`src/rtl/wdt_sched_pkg.sv`:
```
// Shared encodings and field layout for the watchdog scheduler.
// Included by the interface, the prescaler and the FSM top.
package wdt_sched_pkg;

    localparam int WDT_CFG_W   = 8;
    localparam int WDT_T_W     = 7;
    localparam int WDT_CNT_W   = 8;
    localparam int WDT_STATE_W = 2;

    localparam int WDT_CFG_EN    = 7;
    localparam int WDT_CFG_T_MSB = 6;
    localparam int WDT_CFG_T_LSB = 0;

    typedef enum logic [WDT_STATE_W-1:0] {
        WDT_IDLE    = 2'd0,
        WDT_ARMED   = 2'd1,
        WDT_TRIPPED = 2'd2
    } wdt_state_e;

    typedef struct packed {
        logic               en;
        logic [WDT_T_W-1:0] t;
    } wdt_cfg_t;

    function automatic wdt_cfg_t wdt_cfg_decode(input logic [WDT_CFG_W-1:0] data);
        wdt_cfg_t c;
        c.en = data[WDT_CFG_EN];
        c.t  = data[WDT_CFG_T_MSB:WDT_CFG_T_LSB];
        return c;
    endfunction

    // A write only arms the watchdog when it is enabled with a non-zero timeout.
    function automatic logic wdt_cfg_arms(input wdt_cfg_t c);
        return c.en && (c.t != '0);
    endfunction

endpackage

```
`src/rtl/wdt_sched_if.sv`:
```
// Host-side strobes and watchdog status bundled as one port.
// master = register decode / bench, slave = wdt_sched.
interface wdt_sched_if;
    import wdt_sched_pkg::*;

    logic                   cfg_we;
    logic [WDT_CFG_W-1:0]   cfg_data;
    logic                   kick;
    logic                   clr_fault;

    logic                   out_enable;
    logic                   fault;
    logic                   warn;
    logic [WDT_STATE_W-1:0] state;
    logic [WDT_T_W-1:0]     remaining;
    logic [WDT_CNT_W-1:0]   trip_count;

    modport master (
        output cfg_we, cfg_data, kick, clr_fault,
        input  out_enable, fault, warn, state, remaining, trip_count
    );

    modport slave (
        input  cfg_we, cfg_data, kick, clr_fault,
        output out_enable, fault, warn, state, remaining, trip_count
    );

endinterface

```
`src/rtl/wdt_prescale.sv`:
```
// Free-running timebase: one tick every TICK_DIV clocks.
// A synchronous clear restarts the period so a kick or load gets a full tick.
module wdt_prescale #(
    parameter int TICK_DIV = 4096
) (
    input  logic clk,
    input  logic rst,
    input  logic clr,
    output logic tick
);

    localparam int               PRE_W    = $clog2(TICK_DIV);
    localparam logic [PRE_W-1:0] PRE_LAST = PRE_W'(TICK_DIV - 1);

    logic [PRE_W-1:0] pre_q;
    logic [PRE_W-1:0] pre_d;

    assign tick = (pre_q == PRE_LAST);

    always_comb begin
        pre_d = pre_q + 1'b1;
        if (clr || tick) begin
            pre_d = '0;
        end
    end

    // NOTE: clocked state uses non-blocking assignments so every flop samples pre-edge values.
    always_ff @(posedge clk) begin
        if (rst) begin
            pre_q <= '0;
        end else begin
            pre_q <= pre_d;
        end
    end

endmodule

```
`src/rtl/wdt_sched.sv`:
```
// Watchdog FSM: arms on config write, reloads on kick, trips on countdown expiry
// and latches the fault until acknowledged. Outputs decode from registers only.
module wdt_sched
    import wdt_sched_pkg::*;
#(
    parameter int TICK_DIV   = 4096,
    parameter int WARN_TICKS = 8
) (
    input  logic        clk,
    input  logic        rst,
    wdt_sched_if.slave  bus
);

    localparam logic [WDT_T_W-1:0] WARN_LIM = WDT_T_W'(WARN_TICKS);

    wdt_state_e           state_q,      state_d;
    logic [WDT_T_W-1:0]   timeout_q,    timeout_d;
    logic [WDT_T_W-1:0]   remaining_q,  remaining_d;
    logic [WDT_CNT_W-1:0] trip_count_q, trip_count_d;

    logic     pre_clr;
    logic     tick;
    wdt_cfg_t cfg;

    assign cfg = wdt_cfg_decode(bus.cfg_data);

    wdt_prescale #(
        .TICK_DIV (TICK_DIV)
    ) u_pre (
        .clk  (clk),
        .rst  (rst),
        .clr  (pre_clr),
        .tick (tick)
    );

    always_comb begin
        // NOTE: every output of this block gets a default first, so no path leaves a latch.
        state_d      = state_q;
        timeout_d    = timeout_q;
        remaining_d  = remaining_q;
        trip_count_d = trip_count_q;
        pre_clr      = 1'b0;

        case (state_q)
            WDT_IDLE: begin
                if (bus.cfg_we) begin
                    timeout_d = cfg.t;
                    if (wdt_cfg_arms(cfg)) begin
                        remaining_d = cfg.t;
                        pre_clr     = 1'b1;
                        state_d     = WDT_ARMED;
                    end
                end
            end

            WDT_ARMED: begin
                // Config beats kick beats tick; a kick on a tick edge swallows the decrement.
                if (bus.cfg_we) begin
                    timeout_d = cfg.t;
                    if (wdt_cfg_arms(cfg)) begin
                        remaining_d = cfg.t;
                        pre_clr     = 1'b1;
                    end else begin
                        state_d = WDT_IDLE;
                    end
                end else if (bus.kick) begin
                    remaining_d = timeout_q;
                    pre_clr     = 1'b1;
                end else if (tick) begin
                    if (remaining_q > 7'd1) begin
                        remaining_d = remaining_q - 7'd1;
                    end else begin
                        remaining_d = '0;
                        state_d     = WDT_TRIPPED;
                        if (trip_count_q != '1) begin
                            trip_count_d = trip_count_q + 8'd1;
                        end
                    end
                end
            end

            WDT_TRIPPED: begin
                if (bus.clr_fault) begin
                    state_d     = WDT_IDLE;
                    remaining_d = '0;
                end
            end

            default: begin
                state_d = WDT_TRIPPED;
            end
        endcase
    end

    always_ff @(posedge clk) begin
        if (rst) begin
            state_q      <= WDT_IDLE;
            timeout_q    <= '0;
            remaining_q  <= '0;
            trip_count_q <= '0;
        end else begin
            state_q      <= state_d;
            timeout_q    <= timeout_d;
            remaining_q  <= remaining_d;
            trip_count_q <= trip_count_d;
        end
    end

    assign bus.out_enable = (state_q != WDT_TRIPPED);
    assign bus.fault      = (state_q == WDT_TRIPPED);
    assign bus.warn       = (state_q == WDT_ARMED) && (remaining_q <= WARN_LIM);
    assign bus.state      = state_q;
    assign bus.remaining  = remaining_q;
    assign bus.trip_count = trip_count_q;

endmodule

```
`src/flat_wrapper.sv`:
```
// flat-port wrapper written by rule: the top's interface ports become plain ports
module wdt_sched_flat import wdt_sched_pkg::*;
#(
    parameter int TICK_DIV   = 4096,
    parameter int WARN_TICKS = 8
)
  (clk, rst, bus_cfg_we, bus_cfg_data, bus_kick, bus_clr_fault, bus_out_enable, bus_fault, bus_warn, bus_state, bus_remaining, bus_trip_count);
  wdt_sched_if bus_i ();
  input  logic clk;
  input  logic rst;
  input wire logic [$bits(bus_i.cfg_we)-1:0] bus_cfg_we;
  input wire logic [$bits(bus_i.cfg_data)-1:0] bus_cfg_data;
  input wire logic [$bits(bus_i.kick)-1:0] bus_kick;
  input wire logic [$bits(bus_i.clr_fault)-1:0] bus_clr_fault;
  output wire logic [$bits(bus_i.out_enable)-1:0] bus_out_enable;
  output wire logic [$bits(bus_i.fault)-1:0] bus_fault;
  output wire logic [$bits(bus_i.warn)-1:0] bus_warn;
  output wire logic [$bits(bus_i.state)-1:0] bus_state;
  output wire logic [$bits(bus_i.remaining)-1:0] bus_remaining;
  output wire logic [$bits(bus_i.trip_count)-1:0] bus_trip_count;
  assign bus_i.cfg_we = bus_cfg_we;
  assign bus_i.cfg_data = bus_cfg_data;
  assign bus_i.kick = bus_kick;
  assign bus_i.clr_fault = bus_clr_fault;
  assign bus_out_enable = bus_i.out_enable;
  assign bus_fault = bus_i.fault;
  assign bus_warn = bus_i.warn;
  assign bus_state = bus_i.state;
  assign bus_remaining = bus_i.remaining;
  assign bus_trip_count = bus_i.trip_count;
  wdt_sched #(.TICK_DIV(TICK_DIV), .WARN_TICKS(WARN_TICKS)) u_core (.clk(clk), .rst(rst), .bus(bus_i));
endmodule
```
`config.mk`:
```
export PLATFORM = sky130hd
export DESIGN_NAME = wdt_sched_flat
export DESIGN_NICKNAME = d
export VERILOG_FILES = /design/src/rtl/wdt_sched_pkg.sv /design/src/rtl/wdt_sched_if.sv /design/src/rtl/wdt_prescale.sv /design/src/rtl/wdt_sched.sv /design/src/flat_wrapper.sv
export SDC_FILE = /design/constraint.sdc
export NUM_CORES = 1
export LEC_CHECK = 0
export CORE_UTILIZATION = 45
export CTS_CLUSTER_DIAMETER = 60
export DETAILED_ROUTE_END_ITERATION = 8
export PLACE_DENSITY = 0.68
export SLEW_MARGIN = 20
export SYNTH_ARGS = -nofsm -noshare
export SYNTH_HDL_FRONTEND = slang
export SYNTH_SLANG_ARGS = --single-unit
```
`constraint.sdc`:
```
create_clock -name clk -period 2.2 [get_ports clk]
set_input_delay 0.55 -clock clk [delete_from_list [all_inputs] [get_ports clk]]
set_output_delay 0.55 -clock clk [all_outputs]
set_load 0.03 [all_outputs]
```
==> impl_results.md, run 1 <==
- Status: complete, no violations
- Total power consumption of the routed design: 2.25 mW
- Share of Yosys cell area claimed by the top area cell type: 34.2%
- CP delay by family, top: simple AND/OR/NAND/NOR gates
- Static Leakage: 1.17 nW
- Fraction of power spent switching nets: 37.1%
- EDFF count, synth: 0
- Clk Tree Root Cell: clkbuf_8
- Nets in the synthesized netlist: 280
- Slew of the pin with the lowest slew margin: 0.848 ns
- FFs w/ async S/R, synth: 0%
- Post-route DRC violation count: 0
- Weighted congestion at the end of routability-driven global placement: 0.883
- Final count of negative-setup-slack endpoints: 0
- Layout cell share with drive strength beyond 1: 24.0%
- Core Region: 4410 um^2
- Initial core utilization: 47.7%
- Number of design-rule violations left by the first detailed-router iteration: 161
- Library cells used by synthesis: 52
- Vias in the first global route: 2,016
- Wirelength per Cell: 14.2 um
- Max FO, Critical Path: 4
- TritonCTS buffer count: 5
- Layout Skew: 0.00908 ns
- Startpoint type of the worst setup path: register
- Flip-flop and latch count after synthesis: 36
- Nets@finish: 354
- Port buffer count: 32
- Worst slew slack as a fraction of its limit: 43.1%
- Most used DFF post-synth: dfxtp_1
- Worst IR drop on VDD: 0.481 mV
- ANT nets after route: 0
- Htree depth: 2
- Path type of the worst min-delay path: reg -> reg
- Critical path type: reg -> reg
- Die Footprint: 4960 um^2
- Post-Synthesis Mean Instance Area: 8.17 um^2
- Switching component of the power: 0.835 mW
- Floorplan die height: 70.4 um
- Detailed-router iteration count before antenna repair: 4
- Depth of the worst register-to-register path: 5
- Number of cells traversed by the worst hold path: 2
- Slowest stage cell, crit path: or4_4
- Worst endpoint required time: 2.42 ns
- Critical path arrival: 2.39 ns
- Cell count after synthesis: 258
- Sequential fraction of the synthesis area: 34.2%
- Internal Power: 1.42 mW
- Type of destination of the critical path: register
- Source of the worst hold timing path: u_core.timeout_q[2]
- Fraction of power consumed by the clock network: 22.1%
- Biggest area consumer among synthesized cells: dfxtp_1
- Initial antenna violation count: 0
- Beginning of the worst register-to-register path: u_core.u_pre.pre_q[9]
- Total vias in the final route: 2,132
- Part of the total power dissipated in combinational logic: 43.8%
- Final hold slack: 0.511 ns
- Post-synth design cell area: 2110 um^2
- Number of vias per cell after detailed routing: 5.54
- Diodes inserted: 0
- Worst-case setup margin in the final layout: 0.0307 ns
- Period Utilization, post-route: 98.6%
- Final hold vios: 0
- Part of the total power dissipated in sequential elements: 34.1%
- Area growth from synthesis to layout: 41.1%
- Remaining Overflow, GRT: 0
- Synthesis warning total: 0
- Synth area leaders: dfxtp_1 (34%), nor2_1 (6.4%), xnor2_1 (6.2%)
- Worst Setup Slack post-DPL: -0.465 ns
- Deepest clock path buffer count: 2
- Crit path largest cell delay: 0.51 ns
- # IOs: 33
- Maximum achievable frequency: 0.461 GHz
- Number of placement rows: 24
- CTS tree: built
- Startpoint of the worst setup timing path: u_core.u_pre.pre_q[9]
- Crit path time final: 2.17 ns
- Largest net degree at the start of global routing: 25
- Overall global routing resource usage: 23.5%
- Source-to-sink clock delay at the later pin of the worst-skew pair: 0.29 ns
- Cell area power density: 757 nW/um^2
- Floorplan die width: 70.4 um
- First-pass GRT wire length: 9270 um
- Slew Viols, Final: 0
- Reported max-cap violation count: 0
- Ordered cell list for the critical path: and4_1 > or3b_4 > or3_4 > or4_4 > a21oi_1
- Post-detailed-routing wire length: 5480 um
- Clock net sink count: 36
- Clock slew at reported path FFs: 0.08 ns
- Post-detail-place hpwl: 4080 um
- Count of buffering cells on the critical path with inverters included: 0
- Number of cells on the critical path: 5
[power groups by stage]
stage / Sequential [mW] / Combinational (mW) / Clock (mW)
after floorplan: 0.862 / 0.473 / 0
after global placement: 0.774 / 0.956 / 0
after detailed placement: 0.775 / 0.961 / 0
after CTS: 0.760 / 0.972 / 0.505
after global routing: 0.774 / 1.08 / 0.533
final: 0.767 / 0.987 / 0.498
[synthesized netlist by cell type (all sizes together), types with 2 or more instances]
master and n:
dfxtp 36, nor2 36, a21oi 19, nand2 17, inv 15, xnor2 15, nand3 13, clkbuf 9
ha 9, mux2i 8, o21ai 6, o221ai 6, nor3 5, nor4 5, o31ai 5, buf 3
nand2b 3, o311ai 3, or2 3, or3 3, or4 3, xor2 3, a21o 2, a221o 2
a221oi 2, and3 2, nand4b 2, nor2b 2, nor3b 2, o2111ai 2, o211ai 2, or3b 2
[layer usage]
layer	routed length [um]	global-route usage [%]
met5	0	0
met1	2560	30.5
met4	80	9.78
met2	2590	38.0
met3	248	4.47
[metrics by stage]
step | util (%) | instance area, um^2 | TNS, ns | instances
detailed placement | 63.0 | 2780 | -7.91 | 374
finish | 67.3 | 2970 | 0 | 385
global placement | 63.0 | 2780 | -7.32 | 374
global route | 67.3 | 2970 | -0.0144 | 385
CTS | 66.1 | 2920 | 0 | 384
floorplan | - | 2130 | 0 | 258
[sequential cells by signal, summed over array words and instances (netlist names)]
signal,flops
u_core.bus.remaining,7
u_core.bus.state,2
u_core.bus.trip_count,8
u_core.timeout_q,7
u_core.u_pre.pre_q,12
[cell usage in the layout (no fill, tap or decap), drive strengths merged, types with 6 or more instances in the layout]
master	n
mux2i	8
dfxtp	36
nand3	13
xnor2	15
buf	47
inv	15
nor2	36
o221ai	6
clkbuf	8
nand2	17
ha	9
a21oi	19
o21ai	6
clkdlybuf4s50	24
[final timing paths]
| path | endpoint | slack, ns |
|---|---|---|
| setup / recovery | u_core.bus.trip_count[7] | 0.03 |
| hold / removal | u_core.timeout_q[2] | 0.51 |
| setup reg to reg | u_core.bus.trip_count[7] | 0.03 |
| hold reg to reg | u_core.timeout_q[2] | 0.51 |
[tightest hold or removal path: stages (launching register included)]
cell	delay (ns)
dfxtp_1	0.33
mux2i_1	0.07
nor2_1	0.08
[layout make-up]
class	instances	area, um^2
Fill cell	372	1440
Multi-Input combinational cell	195	1360
Sequential cell	36	727
Timing Repair Buffer	79	674
Clock buffer	7	86.3
Tap cell	52	65.1
Inverter	15	56.3
Clock inverter	1	7.51
[cell families (layout without fill, tap and decap cells)]
family	Yosys count	after routing	synth area share, %
fa+ha+maj	9	9	5.34
buf+inv	27	102	5.28
xor+xnor	18	18	7.48
compound gates	59	59	19.8
flops	36	36	34.2
simple gates	100	100	23.5
mux	9	9	4.34
[timing repair]
item,CTS,global route
resized for setup,12,15
hold endpoints to repair,0,0
pin swaps,7,4
hold buffers,0,0
endpoints found under the setup margin,22,20
setup buffers,2,1
Power figures use the tool's default switching activity.
==> inputs of run 2 (changes only) <==
--- a/config.mk
+++ b/config.mk
@@ -9,7 +9,6 @@
 export CTS_CLUSTER_DIAMETER = 60
 export DETAILED_ROUTE_END_ITERATION = 8
 export PLACE_DENSITY = 0.68
-export SLEW_MARGIN = 20
 export SYNTH_ARGS = -nofsm -noshare
 export SYNTH_HDL_FRONTEND = slang
 export SYNTH_SLANG_ARGS = --single-unit
==> results of run 2 <==
Same layout as run 1: the final DEF is identical, and so are final timing and power.
==> inputs of run 3 (changes only) <==
--- a/config.mk
+++ b/config.mk
@@ -9,6 +9,7 @@
 export CTS_CLUSTER_DIAMETER = 60
 export DETAILED_ROUTE_END_ITERATION = 8
 export PLACE_DENSITY = 0.68
+export SKIP_CTS_REPAIR_TIMING = 1
 export SYNTH_ARGS = -nofsm -noshare
 export SYNTH_HDL_FRONTEND = slang
 export SYNTH_SLANG_ARGS = --single-unit
==> run 3 against run 2 <==
Compared with the run above: sequential share of layout area down 0.13 points; critical endpoint unchanged; first-iteration DRC count up 6.2%; highest routed layer unchanged; cell count down 0.26%; largest cell class unchanged.
==> impl_results.md, run 3 (synthesis results as in run 1) <==
- Register name with the most flops: u_core.u_pre.pre_q
- Number of placement rows: 24
- Floorplan die width: 70.4 um
- Overall global routing resource usage: 23.1%
- Final count of negative-setup-slack endpoints: 0
- Reported max-cap violation count: 0
- Cell area power density: 752 nW/um^2
- Max FO, Critical Path: 4
- CTS tree: built
- Type of destination of the critical path: register
- Wirelength per Cell: 14.5 um
- Worst Setup Slack post-DPL: -0.465 ns
- Switching component of the power: 0.832 mW
- Layout cell share with drive strength beyond 1: 23.8%
- Layout Skew: 0.00786 ns
- Largest net degree at the start of global routing: 25
- Detailed-router iteration count before antenna repair: 5
- Worst-case setup margin in the final layout: 0.0361 ns
- Static Leakage: 1.21 nW
- Global routing met3 resource utilization: 4.62%
- Clock slew at reported path FFs: 0.08 ns
- Post-detailed-routing wire length: 5580 um
- Weighted congestion at the end of routability-driven global placement: 0.883
- Path type of the worst min-delay path: reg -> reg
- Source-to-sink clock delay at the later pin of the worst-skew pair: 0.29 ns
- Total vias in the final route: 2,155
- Total non-filler cell area in the finished layout: 3000 um^2
- Initial core utilization: 47.7%
- M2 GR Usage: 36.9%
- Startpoint type of the worst setup path: register
- Area growth from synthesis to layout: 42.3%
- Part of the total power dissipated in sequential elements: 33.9%
- Vias in the first global route: 1,990
- Clk Tree Root Cell: clkbuf_8
- Most frequent standard cell in the layout excluding fill and tap cells: buf_4
- Ordered cell list for the critical path: and4_1 > or3b_4 > or3_4 > or4_4 > a21oi_2
- Crit path time final: 2.16 ns
- Post-route DRC violation count: 0
- Htree depth: 2
- Status: complete, no violations
- TritonCTS buffer count: 5
- Final hold slack: 0.510 ns
- Slew of the pin with the lowest slew margin: 0.814 ns
- Fraction of power spent switching nets: 36.9%
- Placed standard-cell area: 2780 um^2
- Nets@finish: 353
- Clock net sink count: 36
- Fraction of power consumed by the clock network: 22.0%
- Sequential cell area in the final layout: 729 um^2
- Setup tns final: 0 ns
- Number of vias per cell after detailed routing: 5.61
- Number of standard cells in the layout, taps in and fillers out: 384
- Worst slew slack as a fraction of its limit: 45.3%
- Crit path largest cell delay: 0.52 ns
- Slowest stage cell, crit path: or4_4
- Floorplan die height: 70.4 um
- Period Utilization, post-route: 98.4%
- # IOs: 33
- Deepest clock path buffer count: 2
- Initial antenna violation count: 0
- Core Region: 4410 um^2
- Remaining Overflow, GRT: 0
- Largest register FFs: 12
- Post-detail-place hpwl: 4080 um
- Worst endpoint required time: 2.42 ns
- Part of the total power dissipated in combinational logic: 44.1%
- Slew Viols, Final: 0
- Met1 usage: 30.1%
- Most congested layer reported by global routing: met2
- Final hold vios: 0
- Commonest cells after routing, fill and taps aside: buf_4 (44), nor2_1 (36), dfxtp_1 (31)
- Inst Count DP: 374
- Critical path type: reg -> reg
- Internal Power: 1.42 mW
- Die Footprint: 4960 um^2
- Maximum achievable frequency: 0.462 GHz
- Worst IR drop on VDD: 0.479 mV
- Number of design-rule violations left by the first detailed-router iteration: 171
- First-pass GRT wire length: 9140 um
- Critical path arrival: 2.39 ns
- ANT nets after route: 0
- Diodes inserted: 0
- Fillcell total: 367
- Port buffer count: 32
- Multi-input combinational cell area: 1360 um^2
run 3: cell types whose count changed in the layout (fill, tap and decap cells not counted), sizes merged:
cell	previous run	this run
dlymetal6s2s	3	8
dlygate4sd2	4	0
buf	47	46
clkbuf	8	7
run 3: critical path, delay by kind of cell, from the launching register on:
family / cells / cell delay, ns
DFF: 1 / 0.39
AOI/OAI and AO/OA: 1 / 0.15
and+or+nand+nor: 4 / 1.56
run 3: through the flow:
stage	total power [mW]	util, %
detailed placement	1.74	63.0
global route	2.40	67.9
finish	2.25	67.9
floorplan	1.34	-
CTS	2.23	65.2
global placement	1.73	63.0
run 3: metal layers:
metal	routed length, um	vias up	share of wire [%]
met5	0	-	0
met4	100	0	1.8
met3	266	11	4.8
met2	2670	59	48
met1	2540	1013	46
li1	-	1072	-
run 3: cell type report:
type / count / share of cell area (%)
multi-input cells: 195 / 45.4
flip-flops and latches: 36 / 24.3
repair buffers: 78 / 23.1
clock buffers: 7 / 2.88
well taps: 52 / 2.17
inverters: 15 / 1.88
clock inverters: 1 / 0.250
run 3: path summary, 6_finish.rpt:
path                                    to             startpoint  cells after the start  slack [ns]
hold reg to reg        u_core.timeout_q[1]    u_core.timeout_q[1]                      2        0.51
setup reg to reg  u_core.bus.trip_count[7]  u_core.u_pre.pre_q[9]                      5        0.04
setup / recovery  u_core.bus.trip_count[7]  u_core.u_pre.pre_q[9]                      5        0.04
hold / removal         u_core.timeout_q[1]    u_core.timeout_q[1]                      2        0.51
run 3: power by group through the flow:
| stage | registers, mW | clock network [mW] | logic, mW |
|---|---|---|---|
| after global routing | 0.772 | 0.533 | 1.09 |
| final | 0.765 | 0.496 | 0.993 |
| after global placement | 0.774 | 0 | 0.956 |
| after floorplan | 0.862 | 0 | 0.473 |
| after detailed placement | 0.775 | 0 | 0.961 |
| after CTS | 0.760 | 0.505 | 0.966 |
